===== src/rtl/axil_master_arbiter_pkg.sv =====
// axil_arb_pkg: shared types for the two-requester AXI-Lite master arbiter.
// Provides FSM state encoding, AXI response codes and a response-error helper.
package axil_arb_pkg;

  typedef enum logic [2:0] {
    S_IDLE = 3'd0,
    S_WR   = 3'd1,
    S_WR_B = 3'd2,
    S_RD_A = 3'd3,
    S_RD_R = 3'd4,
    S_DONE = 3'd5
  } state_t;

  localparam logic [1:0] RESP_OKAY   = 2'b00;
  localparam logic [1:0] RESP_SLVERR = 2'b10;
  localparam logic [1:0] RESP_DECERR = 2'b11;

  // EXOKAY has no meaning on AXI-Lite, so it is reported as an error too.
  function automatic logic resp_is_err(input logic [1:0] r);
    logic e;
    unique case (r)
      RESP_OKAY:   e = 1'b0;
      RESP_SLVERR,
      RESP_DECERR: e = 1'b1;
      default:     e = 1'b1;
    endcase
    return e;
  endfunction

endpackage


===== src/rtl/axil_master_arbiter_if.sv =====
// axil_master_arbiter_if: requester bundle (req_*/rsp_*) plus AXI-Lite master bus.
// Modport master = arbiter view; modport slave = requesters + AXI slave view.
interface axil_master_arbiter_if #(
  parameter int ADDR_W = 8,
  parameter int DATA_W = 8
);
  logic [1:0]          req_valid;
  logic [1:0]          req_wr;
  logic [2*ADDR_W-1:0] req_addr;
  logic [2*DATA_W-1:0] req_wdata;
  logic [1:0]          req_ready;
  logic [1:0]          rsp_valid;
  logic [DATA_W-1:0]   rsp_rdata;
  logic                rsp_err;

  logic [ADDR_W-1:0]   m_awaddr;
  logic                m_awvalid;
  logic                m_awready;
  logic [DATA_W-1:0]   m_wdata;
  logic                m_wvalid;
  logic                m_wready;
  logic [1:0]          m_bresp;
  logic                m_bvalid;
  logic                m_bready;
  logic [ADDR_W-1:0]   m_araddr;
  logic                m_arvalid;
  logic                m_arready;
  logic [DATA_W-1:0]   m_rdata;
  logic [1:0]          m_rresp;
  logic                m_rvalid;
  logic                m_rready;

  modport master (
    input  req_valid, req_wr, req_addr, req_wdata,
    output req_ready, rsp_valid, rsp_rdata, rsp_err,
    output m_awaddr, m_awvalid,
    input  m_awready,
    output m_wdata, m_wvalid,
    input  m_wready,
    input  m_bresp, m_bvalid,
    output m_bready,
    output m_araddr, m_arvalid,
    input  m_arready,
    input  m_rdata, m_rresp, m_rvalid,
    output m_rready
  );

  modport slave (
    output req_valid, req_wr, req_addr, req_wdata,
    input  req_ready, rsp_valid, rsp_rdata, rsp_err,
    input  m_awaddr, m_awvalid,
    output m_awready,
    input  m_wdata, m_wvalid,
    output m_wready,
    output m_bresp, m_bvalid,
    input  m_bready,
    input  m_araddr, m_arvalid,
    output m_arready,
    output m_rdata, m_rresp, m_rvalid,
    input  m_rready
  );

endinterface


===== src/rtl/axil_master_arbiter_rr_arbiter2.sv =====
// rr_arbiter2: combinational 2-way round-robin pick.
// Ports: req/last_grant/enable in; grant_valid/grant_idx out.
module rr_arbiter2 (
  input  logic [1:0] req,
  input  logic       last_grant,
  input  logic       enable,
  output logic       grant_valid,
  output logic       grant_idx
);

  always_comb begin
    grant_valid = enable & (|req);
    grant_idx   = 1'b0;
    unique case (1'b1)
      (req == 2'b11): grant_idx = ~last_grant;
      (req == 2'b10): grant_idx = 1'b1;
      default:        grant_idx = 1'b0;
    endcase
  end

endmodule


===== src/rtl/axil_master_arbiter.sv =====
// axil_master_arbiter: shares one AXI-Lite master between two requesters.
// Ports: clk, reset (async, active-high), bus (axil_master_arbiter_if.master).
// Optional: define AXIL_TIMEOUT_EN to abort wait states after TIMEOUT_CYC cycles.
module axil_master_arbiter
  import axil_arb_pkg::*;
#(
  parameter int ADDR_W      = 8,
  parameter int DATA_W      = 8,
  parameter int TIMEOUT_CYC = 255
) (
  input  logic                  clk,
  input  logic                  reset,
  axil_master_arbiter_if.master bus
);

  state_t            state_q, state_d;
  logic              last_q, last_d;
  logic              g_q, g_d;
  logic [ADDR_W-1:0] awaddr_q, awaddr_d;
  logic              awvalid_q, awvalid_d;
  logic [DATA_W-1:0] wdata_q, wdata_d;
  logic              wvalid_q, wvalid_d;
  logic              bready_q, bready_d;
  logic [ADDR_W-1:0] araddr_q, araddr_d;
  logic              arvalid_q, arvalid_d;
  logic              rready_q, rready_d;
  logic [1:0]        rsp_valid_q, rsp_valid_d;
  logic              rsp_err_q, rsp_err_d;
  logic [DATA_W-1:0] rsp_rdata_q, rsp_rdata_d;

  logic              grant_valid;
  logic              grant_idx;
  logic              wr_sel;
  logic [ADDR_W-1:0] addr_sel;
  logic [DATA_W-1:0] wdata_sel;
  logic              aw_hs;
  logic              w_hs;

`ifdef AXIL_TIMEOUT_EN
  localparam int CW = $clog2(TIMEOUT_CYC + 1);
  logic [CW-1:0] tmo_q, tmo_d;
  logic          in_wait;
`endif

  rr_arbiter2 u_rr (
    .req         (bus.req_valid),
    .last_grant  (last_q),
    .enable      (state_q == S_IDLE),
    .grant_valid (grant_valid),
    .grant_idx   (grant_idx)
  );

  assign wr_sel    = bus.req_wr[grant_idx];
  assign addr_sel  = bus.req_addr[grant_idx*ADDR_W +: ADDR_W];
  assign wdata_sel = bus.req_wdata[grant_idx*DATA_W +: DATA_W];
  assign aw_hs     = awvalid_q & bus.m_awready;
  assign w_hs      = wvalid_q & bus.m_wready;

  // Grant pulse is combinational so the requester sees it in the IDLE cycle.
  always_comb begin
    bus.req_ready = 2'b00;
    if (grant_valid) bus.req_ready[grant_idx] = 1'b1;
  end

  always_comb begin
    state_d     = state_q;
    last_d      = last_q;
    g_d         = g_q;
    awaddr_d    = awaddr_q;
    awvalid_d   = awvalid_q;
    wdata_d     = wdata_q;
    wvalid_d    = wvalid_q;
    bready_d    = bready_q;
    araddr_d    = araddr_q;
    arvalid_d   = arvalid_q;
    rready_d    = rready_q;
    rsp_valid_d = 2'b00;
    rsp_err_d   = 1'b0;
    rsp_rdata_d = '0;

    unique case (state_q)
      S_IDLE: begin
        if (grant_valid) begin
          g_d    = grant_idx;
          last_d = grant_idx;
          if (wr_sel) begin
            state_d   = S_WR;
            awvalid_d = 1'b1;
            wvalid_d  = 1'b1;
            awaddr_d  = addr_sel;
            wdata_d   = wdata_sel;
          end else begin
            state_d   = S_RD_A;
            arvalid_d = 1'b1;
            araddr_d  = addr_sel;
          end
        end
      end
      S_WR: begin
        if (aw_hs) awvalid_d = 1'b0;
        if (w_hs)  wvalid_d  = 1'b0;
        // Both channels retired, in whatever order they completed.
        if (!awvalid_d && !wvalid_d) begin
          state_d  = S_WR_B;
          bready_d = 1'b1;
        end
      end
      S_WR_B: begin
        if (bus.m_bvalid) begin
          bready_d         = 1'b0;
          state_d          = S_DONE;
          rsp_valid_d[g_q] = 1'b1;
          rsp_err_d        = resp_is_err(bus.m_bresp);
        end
      end
      S_RD_A: begin
        if (bus.m_arready) begin
          arvalid_d = 1'b0;
          rready_d  = 1'b1;
          state_d   = S_RD_R;
        end
      end
      S_RD_R: begin
        if (bus.m_rvalid) begin
          rready_d         = 1'b0;
          state_d          = S_DONE;
          rsp_valid_d[g_q] = 1'b1;
          rsp_err_d        = resp_is_err(bus.m_rresp);
          rsp_rdata_d      = bus.m_rdata;
        end
      end
      S_DONE: state_d = S_IDLE;
      default: state_d = S_IDLE;
    endcase

`ifdef AXIL_TIMEOUT_EN
    in_wait = (state_q == S_WR) || (state_q == S_WR_B) ||
              (state_q == S_RD_A) || (state_q == S_RD_R);
    tmo_d = (in_wait && state_d == state_q) ? tmo_q + 1'b1 : '0;
    // Last allowed cycle passed with no progress: abandon the slave.
    if (in_wait && state_d == state_q &&
        tmo_q == CW'(TIMEOUT_CYC - 1)) begin
      awvalid_d        = 1'b0;
      wvalid_d         = 1'b0;
      bready_d         = 1'b0;
      arvalid_d        = 1'b0;
      rready_d         = 1'b0;
      state_d          = S_DONE;
      rsp_valid_d      = 2'b00;
      rsp_valid_d[g_q] = 1'b1;
      rsp_err_d        = 1'b1;
      rsp_rdata_d      = '0;
      tmo_d            = '0;
    end
`endif
  end

  always_ff @(posedge clk or posedge reset) begin
    if (reset) begin
      state_q     <= S_IDLE;
      last_q      <= 1'b1;
      g_q         <= 1'b0;
      awaddr_q    <= '0;
      awvalid_q   <= 1'b0;
      wdata_q     <= '0;
      wvalid_q    <= 1'b0;
      bready_q    <= 1'b0;
      araddr_q    <= '0;
      arvalid_q   <= 1'b0;
      rready_q    <= 1'b0;
      rsp_valid_q <= 2'b00;
      rsp_err_q   <= 1'b0;
      rsp_rdata_q <= '0;
`ifdef AXIL_TIMEOUT_EN
      tmo_q       <= '0;
`endif
    end else begin
      state_q     <= state_d;
      last_q      <= last_d;
      g_q         <= g_d;
      awaddr_q    <= awaddr_d;
      awvalid_q   <= awvalid_d;
      wdata_q     <= wdata_d;
      wvalid_q    <= wvalid_d;
      bready_q    <= bready_d;
      araddr_q    <= araddr_d;
      arvalid_q   <= arvalid_d;
      rready_q    <= rready_d;
      rsp_valid_q <= rsp_valid_d;
      rsp_err_q   <= rsp_err_d;
      rsp_rdata_q <= rsp_rdata_d;
`ifdef AXIL_TIMEOUT_EN
      tmo_q       <= tmo_d;
`endif
    end
  end

  assign bus.m_awaddr  = awaddr_q;
  assign bus.m_awvalid = awvalid_q;
  assign bus.m_wdata   = wdata_q;
  assign bus.m_wvalid  = wvalid_q;
  assign bus.m_bready  = bready_q;
  assign bus.m_araddr  = araddr_q;
  assign bus.m_arvalid = arvalid_q;
  assign bus.m_rready  = rready_q;
  assign bus.rsp_valid = rsp_valid_q;
  assign bus.rsp_err   = rsp_err_q;
  assign bus.rsp_rdata = rsp_rdata_q;

endmodule


===== src/flat_wrapper.sv =====
// flat-port wrapper written by rule: the top's interface ports become plain ports
module axil_master_arbiter_flat import axil_arb_pkg::*;
#(
  parameter int ADDR_W      = 8,
  parameter int DATA_W      = 8,
  parameter int TIMEOUT_CYC = 255
)
  (clk, reset, bus_req_valid, bus_req_wr, bus_req_addr, bus_req_wdata, bus_req_ready, bus_rsp_valid, bus_rsp_rdata, bus_rsp_err, bus_m_awaddr, bus_m_awvalid, bus_m_awready, bus_m_wdata, bus_m_wvalid, bus_m_wready, bus_m_bresp, bus_m_bvalid, bus_m_bready, bus_m_araddr, bus_m_arvalid, bus_m_arready, bus_m_rdata, bus_m_rresp, bus_m_rvalid, bus_m_rready);
  axil_master_arbiter_if #(.ADDR_W(ADDR_W), .DATA_W(DATA_W)) bus_i ();
  input  logic clk;
  input  logic reset;
  input wire logic [$bits(bus_i.req_valid)-1:0] bus_req_valid;
  input wire logic [$bits(bus_i.req_wr)-1:0] bus_req_wr;
  input wire logic [$bits(bus_i.req_addr)-1:0] bus_req_addr;
  input wire logic [$bits(bus_i.req_wdata)-1:0] bus_req_wdata;
  output wire logic [$bits(bus_i.req_ready)-1:0] bus_req_ready;
  output wire logic [$bits(bus_i.rsp_valid)-1:0] bus_rsp_valid;
  output wire logic [$bits(bus_i.rsp_rdata)-1:0] bus_rsp_rdata;
  output wire logic [$bits(bus_i.rsp_err)-1:0] bus_rsp_err;
  output wire logic [$bits(bus_i.m_awaddr)-1:0] bus_m_awaddr;
  output wire logic [$bits(bus_i.m_awvalid)-1:0] bus_m_awvalid;
  input wire logic [$bits(bus_i.m_awready)-1:0] bus_m_awready;
  output wire logic [$bits(bus_i.m_wdata)-1:0] bus_m_wdata;
  output wire logic [$bits(bus_i.m_wvalid)-1:0] bus_m_wvalid;
  input wire logic [$bits(bus_i.m_wready)-1:0] bus_m_wready;
  input wire logic [$bits(bus_i.m_bresp)-1:0] bus_m_bresp;
  input wire logic [$bits(bus_i.m_bvalid)-1:0] bus_m_bvalid;
  output wire logic [$bits(bus_i.m_bready)-1:0] bus_m_bready;
  output wire logic [$bits(bus_i.m_araddr)-1:0] bus_m_araddr;
  output wire logic [$bits(bus_i.m_arvalid)-1:0] bus_m_arvalid;
  input wire logic [$bits(bus_i.m_arready)-1:0] bus_m_arready;
  input wire logic [$bits(bus_i.m_rdata)-1:0] bus_m_rdata;
  input wire logic [$bits(bus_i.m_rresp)-1:0] bus_m_rresp;
  input wire logic [$bits(bus_i.m_rvalid)-1:0] bus_m_rvalid;
  output wire logic [$bits(bus_i.m_rready)-1:0] bus_m_rready;
  assign bus_i.req_valid = bus_req_valid;
  assign bus_i.req_wr = bus_req_wr;
  assign bus_i.req_addr = bus_req_addr;
  assign bus_i.req_wdata = bus_req_wdata;
  assign bus_req_ready = bus_i.req_ready;
  assign bus_rsp_valid = bus_i.rsp_valid;
  assign bus_rsp_rdata = bus_i.rsp_rdata;
  assign bus_rsp_err = bus_i.rsp_err;
  assign bus_m_awaddr = bus_i.m_awaddr;
  assign bus_m_awvalid = bus_i.m_awvalid;
  assign bus_i.m_awready = bus_m_awready;
  assign bus_m_wdata = bus_i.m_wdata;
  assign bus_m_wvalid = bus_i.m_wvalid;
  assign bus_i.m_wready = bus_m_wready;
  assign bus_i.m_bresp = bus_m_bresp;
  assign bus_i.m_bvalid = bus_m_bvalid;
  assign bus_m_bready = bus_i.m_bready;
  assign bus_m_araddr = bus_i.m_araddr;
  assign bus_m_arvalid = bus_i.m_arvalid;
  assign bus_i.m_arready = bus_m_arready;
  assign bus_i.m_rdata = bus_m_rdata;
  assign bus_i.m_rresp = bus_m_rresp;
  assign bus_i.m_rvalid = bus_m_rvalid;
  assign bus_m_rready = bus_i.m_rready;
  axil_master_arbiter #(.ADDR_W(ADDR_W), .DATA_W(DATA_W), .TIMEOUT_CYC(TIMEOUT_CYC)) u_core (.clk(clk), .reset(reset), .bus(bus_i));
endmodule

===== config.mk =====
export PLATFORM = sky130hd
export DESIGN_NAME = axil_master_arbiter_flat
export DESIGN_NICKNAME = d
export VERILOG_FILES = /design/src/rtl/axil_master_arbiter_pkg.sv /design/src/rtl/axil_master_arbiter_if.sv /design/src/rtl/axil_master_arbiter_rr_arbiter2.sv /design/src/rtl/axil_master_arbiter.sv /design/src/flat_wrapper.sv
export SDC_FILE = /design/constraint.sdc
export NUM_CORES = 1
export LEC_CHECK = 0
export CORE_AREA = 2 2 72 74
export DETAILED_ROUTE_END_ITERATION = 12
export DIE_AREA = 0 0 74 76
export PLACE_DENSITY = 0.93
export REMOVE_ABC_BUFFERS = 1
export SLEW_MARGIN = 15
export SYNTH_ARGS = -nofsm -noshare
export SYNTH_HDL_FRONTEND = slang
export SYNTH_SLANG_ARGS = --single-unit
export TNS_END_PERCENT = 1

===== constraint.sdc =====
create_clock -name clk -period 3.11 [get_ports clk]
set_input_delay 0.311 -clock clk [delete_from_list [all_inputs] [get_ports clk]]
set_output_delay 0.311 -clock clk [all_outputs]
set_load 0.02 [all_outputs]

== Yosys cells after proc, flatten, opt, wreduce, memory -nomap -nowiden ==
Index checks and enable logic that the tools add are counted.

* Register bits: 45
* Latch bits: 0
* RAM bits: 0
* ROM bits: 0
* Bits of input ports: 55
* Output and inout port bits: 42
* Word-level logic and storage cells: 102
* Memories: 0

* Add/subtract/negate cells: 0
* $mul: 0
* Divide/modulo/power cells: 0
* $lt $le $gt $ge: 4
* Eq/ne operators: 13
* Shift-type cells: 2
* Multiplexer cells: 43
* Bitwise operators: 5
* Reduce and logical (&&, ||, !) cells: 21

{| class="wikitable"
|+ Operators with widths
! kind !! number
|-
| $shiftx 16x5->8 || 2
|-
| $mux 1 || 21
|-
| $mux 8 || 2
|-
| $mux 3 || 5
|-
| $pmux 3 s5 || 1
|-
| $reduce_and 3->1 || 5
|-
| $pmux 1 s2 || 7
|-
| $mux 2 || 4
|-
| $ne 2x2->1 const B || 4
|-
| $reduce_bool 2->1 || 4
|-
| $eq 3x2->1 const B || 2
|-
| $ne 2x1->1 const B || 3
|-
| $reduce_and 5->1 || 1
|-
| $eq 2x2->1 const B || 2
|-
| $logic_not 2->1 || 2
|-
| $lt 1x2->1 const B || 2
|-
| $pmux 2 s2 || 1
|-
| $reduce_and 4->1 || 1
|-
| $and 1x1->1 || 3
|-
| $eq 3x1->1 const B || 1
|-
| $eq 3x3->1 const B || 1
|-
| $logic_and 1x1->1 || 3
|-
| $logic_not 3->1 || 1
|-
| $demux 1 s1 || 2
|-
| 5 further kinds || 8
|}

== Logic depth before layout (Yosys ltp) ==
* Depth in word-level cells: 7
* Mapped depth: 6
* Gate-level depth less buffers: 4

== Modules after synthesis ==
From an unflattened synthesis, not the netlist that was laid out.

* Cell total of the unflattened synthesis: 186
* Area total of the unflattened synthesis: 1983.2 sq um

{| class="wikitable"
|+ By module, submodules not included
! module !! instances !! cells each !! area an instance (sq um) !! sequential area each (sq um)
|-
| axil_master_arbiter || 1 || 184 || 1964.4 || 1127.3
|-
| rr_arbiter2 || 1 || 2 || 18.8 || 0.0
|}

== Worst setup path before layout ==
Ideal clock, no wire load.

* Kind: flip-flop to flip-flop
* Start: reg u_core.last_q
* End: reg u_core.awaddr_q[4], in the netlist u_core.bus.m_awaddr[4]
* Setup time: 125 ps
* Arrival: 1512 ps
* Setup slack: 1472 ps
* Stages on the path, launching flop included: 7
* Path buffers: 2
* Clock period less this slack: 1638 ps
* Cells stage by stage: dfstp_2 > a21boi_2 > buf_6 > mux2i_4 > nor2_8 > buf_12 > mux2_4

* Cells in the longest elaborated chain, start to end: 5

{| class="wikitable"
|+ Ends and longest elaborated chain
! element !! line !! source
|-
| start, declared || axil_master_arbiter.sv:17 || <nowiki>logic last_q, last_d;</nowiki>
|-
| start signal, assigned || axil_master_arbiter.sv:179 || <nowiki>last_q <= last_d;</nowiki>
|-
| $not 1->1 (*) || axil_master_arbiter_rr_arbiter2.sv:15 || <nowiki>(req == 2'b11): grant_idx = ~last_grant;</nowiki>
|-
| $pmux 1 s2 (*) || axil_master_arbiter_rr_arbiter2.sv:14 || <nowiki>unique case (1'b1)</nowiki>
|-
| parallel branches: the longest is 3 deep, another holds $shiftx 16x5->8 || n/a ||
|-
| end signal, assigned || axil_master_arbiter.sv:181 || <nowiki>awaddr_q <= awaddr_d;</nowiki>
|-
| end, declared || axil_master_arbiter.sv:19 || <nowiki>logic [ADDR_W-1:0] awaddr_q, awaddr_d;</nowiki>
|}

Every way passes the cells marked *. The select of a mux whose other input is x is not followed.
A chain may end at the register's enable or synchronous reset.

== Worst setup path in the final report ==
* Start: reg u_core.state_q[2]
* End: out bus_req_ready[0]

* Cells in the longest elaborated chain, start to end: 3

{| class="wikitable"
|+ Ends and longest elaborated chain
! element !! line !! source
|-
| start, declared || axil_master_arbiter.sv:16 || <nowiki>state_t state_q, state_d;</nowiki>
|-
| start signal, assigned || axil_master_arbiter.sv:178 || <nowiki>state_q <= state_d;</nowiki>
|-
| $logic_not 3->1 || axil_master_arbiter.sv:48 || <nowiki>.enable (state_q == S_IDLE),</nowiki>
|-
| $and 1x1->1 || axil_master_arbiter_rr_arbiter2.sv:12 || <nowiki>grant_valid = enable & (|req);</nowiki>
|-
| $mux 2 || axil_master_arbiter.sv:62 || <nowiki>if (grant_valid) bus.req_ready[grant_idx] = 1'b1;</nowiki>
|-
| end, declared || flat_wrapper.sv:16 || <nowiki>output wire logic [$bits(bus_i.req_ready)-1:0] bus_req_ready;</nowiki>
|}

No other way between the ends.

==> impl_metrics.yaml <==
placement:
  numPlacedInstances: 315
  pre_cts_ws_ps: 653
  post-dp-hpwl_mm: 3.55
  io_buffers: 96
  routabilityCongestion: 0.819
synthesis:
  yosys_synthesis_warning_count: 0
  post_synthesis_compound_gate_area_fraction_pct: 5.89
  synth.area.mux_share_pct: 25.6
  synth_simple_gate_area_share_pct: 11.0
  largest_family_of_logic_cells_by_synthesized_area: "multiplexers"
  synth_fa_ha_area_share_pct: 0
  number_of_flops_mapped_to_enable_cells_by_yosys: 0
  yosys.area_share.xor_xnor_pct: 0
  synth_async_sr_flop_share_pct: 100
  synth.cell_area_sq_um: 2080
  avgSynthCellArea_sq_um: 13.4
  postSynthCellCount: 155
  synth_top_flop_cell: "dfrtp_1"
  ys_ff_latch: 45
  synth_cell_type_count: 31
  synth_seq_area_share_pct: 54.1
pwr:
  total_power_mw: 2.79
  p_sw_share_pct: 35.8
  combPwrFrac_pct: 50.5
  vdd_drop_max_v: 0.000509
  power.density_cell_area_nw_per_um2: 880
  power.sequential.fraction_pct: 36.0
  cellLeakagePower_nw: 1.38
  p_int_mw: 1.79
  p_clk_share_pct: 13.5
  power_switching_mw: 1.00
cells_and_area:
  n_diodes: 0
  syn2layout_area_growth_pct: 52.5
  fillers: 384
  sequential_cell_area_sq_um: 1130
  multi_input_area_sq_um: 885
  finalNetCount: 307
  post_layout_nonfiller_instances: 323
  final_layout_size_suffix_gt1_share_pct: 22.9
  layout.core_utilization_pct: 64.6
  most-common-layout-cells: "clkdlybuf4s50_1, dfrtp_1, mux2_2"
  layout.cells.most_common: "clkdlybuf4s50_1"
route:
  postRouteAntennaNets: 0
  routed_wl_mm: 4.75
  via_count: 1556
  wl_per_cell_microns: 14.7
  firstDrtPassIters: 4
  vias_per_cell: 4.82
  drt_iter0_drc: 38
  drc_errors: 0
die:
  placeableCoreArea_sq_um: 4910
  number_of_standard_cell_rows_in_the_floorplan: 26
  starting_utilization_of_the_core_area_pct: 42.4
  die_y_microns: 76
  fp.dieW_microns: 74
  ios: 97
  fp.dieArea_sq_um: 5620
global_route:
  first_global_vias: 1563
  grt_start_max_net_pins: 46
  grt_antenna_before_repair: 0
  grt_remaining_overflow: 0
  grt_first_pass_wirelength_mm: 7.25
  groute.usage.overall_pct: 17.0
worst_setup_path:
  data_arrival_time_of_the_worst_path_ps: 2070
  timing.critical_path.required_ps: 2800
  r2r_slack_ps: 1080
  timing.setup.critical_path_class: "flop to output port"
  worst_setup_path_end_kind: "output port"
  critPathLaunchType: "flop"
  worstPathMaxFanout: 11
timing:
  clock-skew-final_ps: 5.74
  slew_viol_final: 0
  grt_setup_unrepaired: "false"
  setup_viol_count_final: 0
  fin_crit_ps: 2380
  min_period_over_period_pct: 76.7
  fmaxAchievable_mhz: 419
  final.setup.worst_slack_ps: 725
  worstMarginPinSlew_ps: 928
  slew_headroom_pct: 38.1
  fin_tns_setup_ps: 0
  timing.final.hold_violations: 0
clock_network:
  cts_root_buf: "clkbuf_8"
  post_cts_buffers: 0
  cts_resized: 0
  clock_sinks: 45
  cts-buffers-inserted: 5
  clkTransAtPathRegs_ps: 80
  tritoncts: "done"
  postCtsHoldBufs: 0
  clock_insertion_delay_worst_skew_ps: 300
  cts_buffer_depth: 2
  cts-htree-levels: 2
flow_run:
  maximum_capacitance_violations: 0
worst_hold_path:
  hold_class: "flop to flop"
status:
  run_status: "finished clean"
==> stage by stage <==
step	hold slack, ps	instance area, sq um
4_1_cts	455	3180
2_1_floorplan	381	2020
6_report	457	3180
5_1_grt	480	3180
3_3_place_gp	433	3080
3_5_place_dp	444	3080
==> sequential cells by signal (all words and copies together), names as in the netlist <==
| signal | flops |
|---|---|
| u_core.bus.m_araddr | 8 |
| u_core.bus.m_arvalid | 1 |
| u_core.bus.m_awaddr | 8 |
| u_core.bus.m_awvalid | 1 |
| u_core.bus.m_bready | 1 |
| u_core.bus.m_rready | 1 |
| u_core.bus.m_wdata | 8 |
| u_core.bus.m_wvalid | 1 |
| u_core.bus.rsp_err | 1 |
| u_core.bus.rsp_rdata | 8 |
| u_core.bus.rsp_valid | 2 |
| u_core.g_q | 1 |
| u_core.last_q | 1 |
| u_core.state_q | 3 |
==> worst paths after layout <==
check / from / depth (start not counted) / endpoint
max in group asynchronous: reset / 2 / u_core.bus.m_wdata[7]
min in group asynchronous: reset / 2 / u_core.bus.m_awaddr[5]
hold reg to reg: u_core.g_q / 1 / u_core.bus.rsp_valid[0]
setup / recovery: u_core.state_q[2] / 4 / bus_req_ready[0]
setup reg to reg: u_core.state_q[2] / 4 / u_core.bus.m_araddr[3]
hold / removal: u_core.g_q / 1 / u_core.bus.rsp_valid[0]
==> cell families (layout without fill, tap and decap cells) <==
group                  after synthesis  count (layout)
AND/OR/NAND/NOR                     40              40
multiplexers                        41              41
AO/OA/AOI/OAI                       19              19
buffers and inverters               10             108
flip-flops                          45              45
==> power groups by stage <==
| stage | Sequential [mW] | Clock, mW | Combinational [mW] |
|---|---|---|---|
| 2_1_floorplan | 1.24 | 0 | 0.554 |
| 3_3_place_gp | 1.00 | 0 | 1.39 |
| 3_5_place_dp | 1.01 | 0 | 1.42 |
| 4_1_cts | 1.01 | 0.389 | 1.43 |
| 5_1_grt | 1.03 | 0.411 | 1.50 |
| 6_report | 1.00 | 0.377 | 1.41 |
==> layout make-up <==
cell class | instances | area share (%)
Tap cell | 70 | 2.76
Clock inverter | 2 | 0.433
Timing Repair Buffer | 97 | 30.5
Clock buffer | 6 | 2.60
Inverter | 3 | 0.355
Multi-Input combinational cell | 100 | 27.9
Sequential cell | 45 | 35.5
==> Yosys cell counts, types with 2 or more instances <==
| cell type | number | share of area, % |
|---|---|---|
| a21o_1 | 2 | 0.72 |
| a21oi_1 | 2 | 0.48 |
| a31oi_1 | 4 | 1.2 |
| and2_1 | 10 | 3.0 |
| buf_6 | 2 | 1.1 |
| clkbuf_1 | 3 | 0.54 |
| dfrtp_1 | 44 | 53 |
| inv_1 | 3 | 0.54 |
| mux2_2 | 24 | 13 |
| mux2_4 | 16 | 12 |
| nand2_1 | 9 | 1.6 |
| nand2b_1 | 3 | 0.90 |
| nand3_1 | 3 | 0.72 |
| nor2_1 | 5 | 0.90 |
| nor2b_1 | 3 | 0.90 |
| o21ai_0 | 6 | 1.4 |
| or2_2 | 2 | 0.60 |
==> metal layers <==
metal	global-route usage, %	vias to the layer above	share of wire (%)
li1	-	730	-
met1	20.5	753	41
met2	30.2	64	52
met3	2.78	9	4.7
met4	5.64	0	1.8
met5	0	-	0
==> critical path: stages (launching register included) <==
cell,delay (ps)
dfrtp_1,490
nor3_2,330
o21ai_2,190
nor2_1,150
clkdlybuf4s50_1,610
Power figures use the tool's default switching activity.
